===== src/rtl/lsu_stage_pkg.sv =====
// Shared LSU definitions: data widths, MemOP encodings, FSM states and size helpers.
package lsu_stage_pkg;

    localparam int RegWidth = 64;
    localparam int InstWide = 32;

    localparam logic [2:0] MEMOP_B  = 3'b000;
    localparam logic [2:0] MEMOP_H  = 3'b001;
    localparam logic [2:0] MEMOP_W  = 3'b010;
    localparam logic [2:0] MEMOP_D  = 3'b011;
    localparam logic [2:0] MEMOP_BU = 3'b100;
    localparam logic [2:0] MEMOP_HU = 3'b101;
    localparam logic [2:0] MEMOP_WU = 3'b110;

    typedef enum logic [1:0] {
        LSU_IDLE = 2'd0,
        LSU_REQ  = 2'd1,
        LSU_WAIT = 2'd2,
        LSU_DONE = 2'd3
    } lsu_state_e;

    // Byte strobes for an access of the given size code (MemOP[1:0]) at offset 0.
    function automatic logic [7:0] sizeMask(input logic [1:0] size);
        logic [7:0] mask;
        case (size)
            2'b00:   mask = 8'h01;
            2'b01:   mask = 8'h03;
            2'b10:   mask = 8'h0F;
            default: mask = 8'hFF;
        endcase
        return mask;
    endfunction

    function automatic logic isMisaligned(input logic [1:0] size, input logic [2:0] offset);
        logic bad;
        case (size)
            2'b00:   bad = 1'b0;
            2'b01:   bad = offset[0];
            2'b10:   bad = |offset[1:0];
            default: bad = |offset;
        endcase
        return bad;
    endfunction

endpackage


===== src/rtl/lsu_load_align.sv =====
// Combinational load aligner: shifts the 8-byte response beat down to the accessed
// byte lane and sign- or zero-extends according to MemOP.
module lsu_load_align
    import lsu_stage_pkg::*;
#(
    parameter int XLEN = RegWidth
) (
    input  logic [XLEN-1:0] i_rdata,
    input  logic [2:0]      i_offset,
    input  logic [2:0]      i_MemOP,
    output logic [XLEN-1:0] o_data
);

    logic [XLEN-1:0] w_shifted;

    assign w_shifted = i_rdata >> {i_offset, 3'b000};

    always_comb begin
        o_data = w_shifted;
        case (i_MemOP)
            MEMOP_B:  o_data = {{(XLEN-8){w_shifted[7]}},   w_shifted[7:0]};
            MEMOP_H:  o_data = {{(XLEN-16){w_shifted[15]}}, w_shifted[15:0]};
            MEMOP_W:  o_data = {{(XLEN-32){w_shifted[31]}}, w_shifted[31:0]};
            MEMOP_D:  o_data = w_shifted;
            MEMOP_BU: o_data = {{(XLEN-8){1'b0}},  w_shifted[7:0]};
            MEMOP_HU: o_data = {{(XLEN-16){1'b0}}, w_shifted[15:0]};
            MEMOP_WU: o_data = {{(XLEN-32){1'b0}}, w_shifted[31:0]};
            default:  o_data = w_shifted;
        endcase
    end

endmodule


===== src/rtl/lsu_stage.sv =====
// Load/store pipeline stage: EX->LSU accept, req/resp memory access, LSU->WB handshake.
// Optional alignment trap enabled by defining LSU_MISALIGN_CHECK_EN.
module lsu_stage
    import lsu_stage_pkg::*;
#(
    parameter int XLEN = RegWidth,
    parameter int ILEN = InstWide
) (
    input  logic            clk,
    input  logic            rst,

    input  logic            ex_to_lsu_valid,
    output logic            lsu_allow_in,
    input  logic [XLEN-1:0] i_ALUres,
    input  logic [XLEN-1:0] i_R_rs2,
    input  logic            i_MemRd,
    input  logic            i_MemWr,
    input  logic [2:0]      i_MemOP,
    input  logic            i_RegSrc,
    input  logic            i_RegWr,
    input  logic            i_isecall,
    input  logic            i_ismret,
    input  logic            i_iscsr,
    input  logic            i_clint_mtip,
    input  logic [XLEN-1:0] i_R_rs1,
    input  logic [XLEN-1:0] i_pc,
    input  logic [ILEN-1:0] i_inst,

    output logic            req_valid,
    input  logic            req_ready,
    output logic            req_wen,
    output logic [XLEN-1:0] req_addr,
    output logic [XLEN-1:0] req_wdata,
    output logic [7:0]      req_wmask,
    input  logic            resp_valid,
    input  logic [XLEN-1:0] resp_rdata,

    output logic            lsu_to_wb_valid,
    input  logic            wb_allow_in,
    output logic [XLEN-1:0] MemOut,
    output logic            o_misalign,
    output logic [XLEN-1:0] o_ALUres,
    output logic            o_RegSrc,
    output logic            o_RegWr,
    output logic            o_isecall,
    output logic            o_ismret,
    output logic            o_iscsr,
    output logic            o_clint_mtip,
    output logic [XLEN-1:0] o_R_rs1,
    output logic [XLEN-1:0] o_pc,
    output logic [ILEN-1:0] o_inst
);

    lsu_state_e      r_state;
    lsu_state_e      w_nextState;
    lsu_state_e      w_acceptTarget;

    logic            w_accept;
    logic            w_isMem;
    logic            w_misalign;
    logic [XLEN-1:0] w_storeData;
    logic [7:0]      w_storeMask;
    logic [XLEN-1:0] w_loadData;

    logic [XLEN-1:0] r_addr;
    logic [XLEN-1:0] r_wdata;
    logic [7:0]      r_wmask;
    logic            r_wen;
    logic            r_memRd;
    logic [2:0]      r_memOp;
    logic [XLEN-1:0] r_memOut;
    logic            r_RegSrc;
    logic            r_RegWr;
    logic            r_isecall;
    logic            r_ismret;
    logic            r_iscsr;
    logic            r_clint_mtip;
    logic [XLEN-1:0] r_R_rs1;
    logic [XLEN-1:0] r_pc;
    logic [ILEN-1:0] r_inst;

    assign w_accept    = ex_to_lsu_valid && lsu_allow_in;
    assign w_isMem     = i_MemRd || i_MemWr;
    assign w_storeData = i_R_rs2 << {i_ALUres[2:0], 3'b000};
    // Strobes past byte 7 are shifted out of the 8-bit result and dropped.
    assign w_storeMask = sizeMask(i_MemOP[1:0]) << i_ALUres[2:0];

`ifdef LSU_MISALIGN_CHECK_EN
    logic r_misalign;
    assign w_misalign = w_isMem && isMisaligned(i_MemOP[1:0], i_ALUres[2:0]);
    assign o_misalign = r_misalign;
`else
    assign w_misalign = 1'b0;
    assign o_misalign = 1'b0;
`endif

    // A misaligned access skips the bus and reports straight away.
    assign w_acceptTarget = (w_isMem && !w_misalign) ? LSU_REQ : LSU_DONE;

    always_ff @(posedge clk or posedge rst) begin
        if (rst) begin
            r_state <= LSU_IDLE;
        end else begin
            r_state <= w_nextState;
        end
    end

    always_comb begin
        w_nextState = r_state;
        case (r_state)
            LSU_IDLE: if (w_accept)   w_nextState = w_acceptTarget;
            LSU_REQ:  if (req_ready)  w_nextState = LSU_WAIT;
            LSU_WAIT: if (resp_valid) w_nextState = LSU_DONE;
            LSU_DONE: if (wb_allow_in) w_nextState = w_accept ? w_acceptTarget : LSU_IDLE;
            default:  w_nextState = LSU_IDLE;
        endcase
    end

    always_comb begin
        lsu_allow_in    = 1'b0;
        lsu_to_wb_valid = 1'b0;
        req_valid       = 1'b0;
        case (r_state)
            LSU_IDLE: lsu_allow_in = 1'b1;
            LSU_REQ:  req_valid    = 1'b1;
            LSU_DONE: begin
                lsu_allow_in    = wb_allow_in;
                lsu_to_wb_valid = 1'b1;
            end
            default: ;
        endcase
    end

    lsu_load_align #(.XLEN(XLEN)) u_align (
        .i_rdata  (resp_rdata),
        .i_offset (r_addr[2:0]),
        .i_MemOP  (r_memOp),
        .o_data   (w_loadData)
    );

    always_ff @(posedge clk or posedge rst) begin
        if (rst) begin
            r_addr       <= '0;
            r_wdata      <= '0;
            r_wmask      <= '0;
            r_wen        <= 1'b0;
            r_memRd      <= 1'b0;
            r_memOp      <= '0;
            r_memOut     <= '0;
            r_RegSrc     <= 1'b0;
            r_RegWr      <= 1'b0;
            r_isecall    <= 1'b0;
            r_ismret     <= 1'b0;
            r_iscsr      <= 1'b0;
            r_clint_mtip <= 1'b0;
            r_R_rs1      <= '0;
            r_pc         <= '0;
            r_inst       <= '0;
`ifdef LSU_MISALIGN_CHECK_EN
            r_misalign   <= 1'b0;
`endif
        end else if (w_accept) begin
            r_addr       <= i_ALUres;
            r_wdata      <= w_storeData;
            r_wmask      <= w_storeMask;
            r_wen        <= i_MemWr;
            r_memRd      <= i_MemRd;
            r_memOp      <= i_MemOP;
            r_memOut     <= '0;
            r_RegSrc     <= i_RegSrc;
            r_RegWr      <= i_RegWr;
            r_isecall    <= i_isecall;
            r_ismret     <= i_ismret;
            r_iscsr      <= i_iscsr;
            r_clint_mtip <= i_clint_mtip;
            r_R_rs1      <= i_R_rs1;
            r_pc         <= i_pc;
            r_inst       <= i_inst;
`ifdef LSU_MISALIGN_CHECK_EN
            r_misalign   <= w_misalign;
`endif
        end else if (r_state == LSU_WAIT && resp_valid) begin
            r_memOut <= r_memRd ? w_loadData : '0;
        end
    end

    assign req_wen      = r_wen;
    assign req_addr     = {r_addr[XLEN-1:3], 3'b000};
    assign req_wdata    = r_wdata;
    assign req_wmask    = r_wmask;
    assign MemOut       = r_memOut;
    assign o_ALUres     = r_addr;
    assign o_RegSrc     = r_RegSrc;
    assign o_RegWr      = r_RegWr;
    assign o_isecall    = r_isecall;
    assign o_ismret     = r_ismret;
    assign o_iscsr      = r_iscsr;
    assign o_clint_mtip = r_clint_mtip;
    assign o_R_rs1      = r_R_rs1;
    assign o_pc         = r_pc;
    assign o_inst       = r_inst;

endmodule


===== config.mk =====
export PLATFORM = sky130hd
export DESIGN_NAME = lsu_stage
export DESIGN_NICKNAME = d
export VERILOG_FILES = /design/src/rtl/lsu_stage_pkg.sv /design/src/rtl/lsu_load_align.sv /design/src/rtl/lsu_stage.sv
export SDC_FILE = /design/constraint.sdc
export NUM_CORES = 1
export LEC_CHECK = 0
export ABC_CLOCK_PERIOD_IN_PS = 12200
export CAP_MARGIN = 20
export CORE_AREA = 10 10 304 306
export CTS_CLUSTER_SIZE = 12
export DETAILED_ROUTE_END_ITERATION = 12
export DIE_AREA = 0 0 314 316
export DONT_BUFFER_PORTS = 1
export SYNTH_ARGS = -nofsm -noshare
export SYNTH_HDL_FRONTEND = slang
export SYNTH_SLANG_ARGS = --single-unit

===== constraint.sdc =====
create_clock -name clk -period 12.2 [get_ports clk]
set_input_delay 1.22 -clock clk [delete_from_list [all_inputs] [get_ports clk]]
set_output_delay 1.22 -clock clk [all_outputs]
set_load 0.01 [all_outputs]

* Word level (Yosys, flattened, before mapping)
Index checks and enable logic that the tools add are counted.
W data, S select, Z words.
** Word-level totals
- Register bits after elaboration :: 373
- Bits of input ports :: 369
- Output and inout bits :: 435
- Word-level logic and storage cells :: 57
** Operators by class
- Eq/ne operators :: 14
- Shift-type cells :: 3
- Mux-type cells :: 15
- Reductions and logical operators :: 8
** Operators by type and width (number)
- $pmux W64 S6 :: 1
- $mux W64 :: 3
- $shl A64 B6 Y64 :: 1
- $shr A64 B6 Y64 :: 1
- $pmux W8 S3 :: 1
- $mux W2 :: 6
- $eq A3 B3 Y1 const B :: 3
- $ne A2 B2 Y1 const B :: 4
- $pmux W2 S4 :: 1
- $shl A8 B3 Y8 :: 1
- $eq A2 B2 Y1 const B :: 3
- $eq A2 B1 Y1 const B :: 2
- $logic_not A2 Y1 :: 2
- $reduce_and A4 Y1 :: 1
- $eq A3 B1 Y1 const B :: 1
- $eq A3 B2 Y1 const B :: 1
- $logic_not A3 Y1 :: 1
- $logic_and A1 B1 Y1 :: 2
- $mux W1 :: 2
- $pmux W1 S2 :: 1
- $reduce_bool A2 Y1 :: 1
- $logic_or A1 B1 Y1 :: 1

* Logic depth before layout (Yosys ltp)
- Depth in word-level cells :: 6
- Depth in mapped cells :: 9
- Depth with buffers taken out :: 7

* Modules after synthesis
Synthesis repeated with hierarchy kept, for this count alone.
** Unflattened totals
- Cells, all modules :: 2124
- Area total of the unflattened synthesis :: 18815.5 sq um
** Modules (own cells, without submodules)
- lsu_stage :: times used 1, cells each 1831, area each 16477.1 sq um, sequential area each 9334.0 sq um
- lsu_load_align :: times used 1, cells each 293, area each 2338.5 sq um, sequential area each 0.0 sq um

* Least setup slack after synthesis
Ideal clock, no wire load.
- Kind :: input port to flip-flop
- Start point :: input port resp_rdata[39]
- End point :: register r_memOut[52] (netlist: MemOut[52])
- Setup time :: 0.145 ns
- Data arrival time :: 2.673 ns
- Required time :: 12.055 ns
- Slack :: 9.383 ns
- Stages on the path :: 6
- Path buffers :: 1
- Path through :: mux2_1 > mux4_2 > and3_4 > nor3_4 > buf_6 > o31ai_2
** Between the ends
- Cells in the longest elaborated chain, start to end :: 5
** Ends and longest elaborated chain
- start, declared :: line lsu_stage.sv:36 : input logic [XLEN-1:0] resp_rdata,
- $shr A64 B6 Y64 :: line lsu_load_align.sv:16 : assign w_shifted = i_rdata >> {i_offset, 3'b000};
- $pmux W64 S6 :: line lsu_load_align.sv:20 : case (i_MemOP)
- $mux W64 :: line lsu_stage.sv:183 : r_memOut <= r_memRd ? w_loadData : '0;
- $mux W64 :: line lsu_stage.sv:182 : end else if (r_state == LSU_WAIT && resp_valid) begin
- $mux W64 :: line lsu_stage.sv:162 : end else if (w_accept) begin
- end signal, assigned :: line lsu_stage.sv:183
- end, declared :: line lsu_stage.sv:71 : logic [XLEN-1:0] r_memOut;
No other way between the ends. The select of a mux whose other input is x is not followed.
A chain may end at the register's enable or synchronous reset.

* Worst setup path after layout
- Start point :: register r_addr[0] (netlist: o_ALUres[0])
- End point :: register r_memOut[63] (netlist: MemOut[63])
** Between the ends
- Cells in the longest elaborated chain, start to end :: 5
** Ends and longest elaborated chain
- start, declared :: line lsu_stage.sv:65 : logic [XLEN-1:0] r_addr;
- start signal, assigned :: line lsu_stage.sv:163 : r_addr <= i_ALUres;
- $shr A64 B6 Y64 :: line lsu_load_align.sv:16
- $pmux W64 S6 :: line lsu_load_align.sv:20
- $mux W64 :: line lsu_stage.sv:183
- $mux W64 :: line lsu_stage.sv:182
- $mux W64 :: line lsu_stage.sv:162
No other way between the ends. The select of a mux whose other input is x is not followed.

==> impl_metrics.yaml <==
synth:
  synth-xor-area-share_pct: 0
  yosys-top-cells-count: "nand2_1, dfrtp_1, clkbuf_1, o21ai_0, a21oi_1"
  synth-compound-area-share_pct: 10.8
  synth_fa_ha_area_share_pct: 0.275
  async_flop_share_pct: 100
  netlist_instances: 1976
  yosysUniqueCellTypes: 55
  yosys.area_share.simple_pct: 20.4
  syn_avg_cell_area_um2: 9.22
  ys.flop_type: "dfrtp_1"
  yosysSeqAreaShare_pct: 51.2
  netlist.top_cell.by_area: "dfrtp_1"
  synth_top_family_by_area: "simple AND/OR/NAND/NOR gates"
  yosys_warnings: 0
  ys_ff_latch: 373
  synth.top_cells.by_area: "dfrtp_1, nand2_1, mux4_2, mux2i_1, buf_4"
  synthDominantCellAreaShare_pct: 51.2
  synth.area.mux_share_pct: 11.2
  synth_most_common_cell: "nand2_1"
  synth_edf_count: 0
  syn_area_mm2: 0.0182
place:
  place_ws_ns: 8.22
  place.gp.congestion: 0.878
  dp.final_hpwl_um: 59700
  port_buffers: 0
  dp_cells: 2950
route:
  totalWireLength_um: 78600
  drcViolationCount: 0
  wl_per_cell_um: 25.9
  vias_per_cell: 4.67
  firstDrtPassIters: 7
  drtIter0Drc: 1538
  via_count: 14200
  final_antenna_net_count: 0
timing:
  hold_viol_final: 0
  setup_ws_ns: 8.53
  fin_skew_ns: 0.0190
  fmax_ghz: 0.272
  slew_violations: 0
  fin_crit_ns: 3.67
  fin_tns_setup_ns: 0
  finalCritPeriodShare_pct: 30.1
  worstMarginPinSlew_ns: 1.10
  finalSetupViolations: 0
  slew_headroom_pct: 26.3
  rsz0062_at_grt: "no"
  holdWs_ns: 0.490
clock_network:
  cts_hold_buffers: 0
  cts_tree: "yes"
  clockRootBuffer: "clkbuf_16"
  numClockSinks: 373
  cts_resized: 0
  path_clk_slew_ns: 0.06
  h-tree-depth: 2
  numCtsBuffers: 46
  post_cts_buffers: 0
  ctsLongestPathBuffers: 3
  clkLatencyLatePin_ns: 0.58
setup_path:
  crit_path_frequent_cell: "buf_4"
  critical_path_required_ns: 12.68
  crit_path_max_incr_delay_ns: 0.90
  path_cells: "buf_4, or2_1, o22ai_1, nor4_2, nor3_4, buf_4, o31ai_1"
  crit_arrival_ns: 4.15
  critPathMaxFanout: 44
  cp-end-kind: "flip-flop"
  cpMaxStageDelayCell: "dfrtp_2"
  critPathBufInv: 2
  path_class: "reg2reg"
  start_kind: "flip-flop"
  cp_top_family: "simple AND/OR/NAND/NOR gates"
power_and_ir_drop:
  p_leak_uw: 0.00940
  max-vdd-ir-drop_uv: 135
  p_per_area_mw_per_mm2: 286
  power_uw: 5810
cells_and_area:
  antennaDiodeCount: 0
  drive_gt1_share_pct: 11.0
  fin_cells: 3033
  regArea_mm2: 0.00934
  fillers: 9428
  nets: 2216
  multi_input_area_mm2: 0.00782
  area_delta_synth_final_pct: 11.6
global_routing:
  track_usage_pct: 14.7
  antenna_found_initial: 3
  grt_pass1_wl_um: 108000
  gr-total-overflow: 0
  grt_pass1_vias: 13800
  grt_max_degree: 100
run_status:
  status: "finished, final reports clean"
floorplanning:
  die_area_mm2: 0.0992
  die_x_um: 314
  num_io_pins: 804
  core_area_mm2: 0.0862
  rows: 108
  die_y_um: 316
  start_util_pct: 21.1
worst_hold_path:
  hold_path.class: "reg2reg"
run:
  max_cap_violations: 0
metal layers:
| metal | up-vias | GRT usage [%] | part of all wire, % |
|---|---|---|---|
| li1 | 6243 | - | - |
| met1 | 7026 | 17.0 | 37 |
| met2 | 778 | 23.7 | 48 |
| met3 | 101 | 7.25 | 13 |
| met4 | 6 | 4.66 | 2.8 |
| met5 | - | 0 | 0.053 |
power breakdown:
part,switching (uW),leakage [uW],internal [uW]
clock network,565,0.000740,829
registers,982,0.00478,1780
logic,1060,0.00388,597
total,2610,0.00940,3200
area by class of cell:
| class | count | area share, % |
|---|---|---|
| timing repair buffer | 21 | 0.775 |
| clock inverter | 12 | 0.597 |
| sequential | 373 | 45.9 |
| clock buffer | 71 | 6.88 |
| tap | 1155 | 7.11 |
| multi-input combinational | 1391 | 38.5 |
| inverter | 10 | 0.222 |
final timing paths:
path | start | end | slack, ns | depth (start not counted)
min in group asynchronous | rst | o_inst[27] | 0.60 | 1
max | o_ALUres[0] | MemOut[63] | 8.53 | 7
max reg2reg | o_ALUres[0] | MemOut[63] | 8.53 | 7
min | r_memRd | r_memRd | 0.49 | 2
max in group asynchronous | rst | MemOut[42] | 9.34 | 3
min reg2reg | r_memRd | r_memRd | 0.49 | 2
metrics by stage:
step / utilization, % / area [um2]
floorplan: - / 18200
global placement: 21.8 / 18800
detailed placement: 21.8 / 18800
CTS: 23.6 / 20300
global route: 23.6 / 20300
finish: 23.6 / 20300
registers in the layout, indices dropped and copies added, names as in the netlist, 2 cells and up:
signal     count
MemOut        64
o_ALUres      64
o_R_rs1       64
o_pc          64
req_wdata     64
o_inst        32
req_wmask      8
r_memOp        3
r_state        2
cell usage in the layout, fill, tap and decap left out, types with 5 or more instances in the layout:
cell type and n:
clkinv_2 6, mux2i_1 60, nand2b_1 11, o21ai_0 83, o21ai_2 5, a21oi_1 76
a22o_1 8, mux4_2 49, a211oi_1 9, a32oi_1 8, a211o_1 8, buf_4 21
dfrtp_1 371, o22ai_1 8, a221o_1 7, a22oi_1 8, o31ai_2 15, nand2_1 828
inv_1 7, nor2_1 50, clkbuf_8 9, nor2b_1 19, a2bb2oi_1 16, clkbuf_16 49
o31ai_1 20, mux2_2 26, nand3_1 10, clkbuf_1 13, o21ai_1 20
worst min-delay path, delay by kind of cell, from the launching register on:
family,cells,cell delay [ns]
flip-flops,1,0.35
AND/OR/NAND/NOR,2,0.11
cells by family (layout without fill, tap and decap cells):
group                    count (synthesis)  in the layout
AO/OA/AOI/OAI                          304            304
adder cells (fa/ha/maj)                  4              4
buffers and inverters                  215            114
flip-flops                             373            373
multiplexers                           138            138
other                                    1              4
AND/OR/NAND/NOR                        941            941
Note: power is estimated with default switching activity, not from simulation.
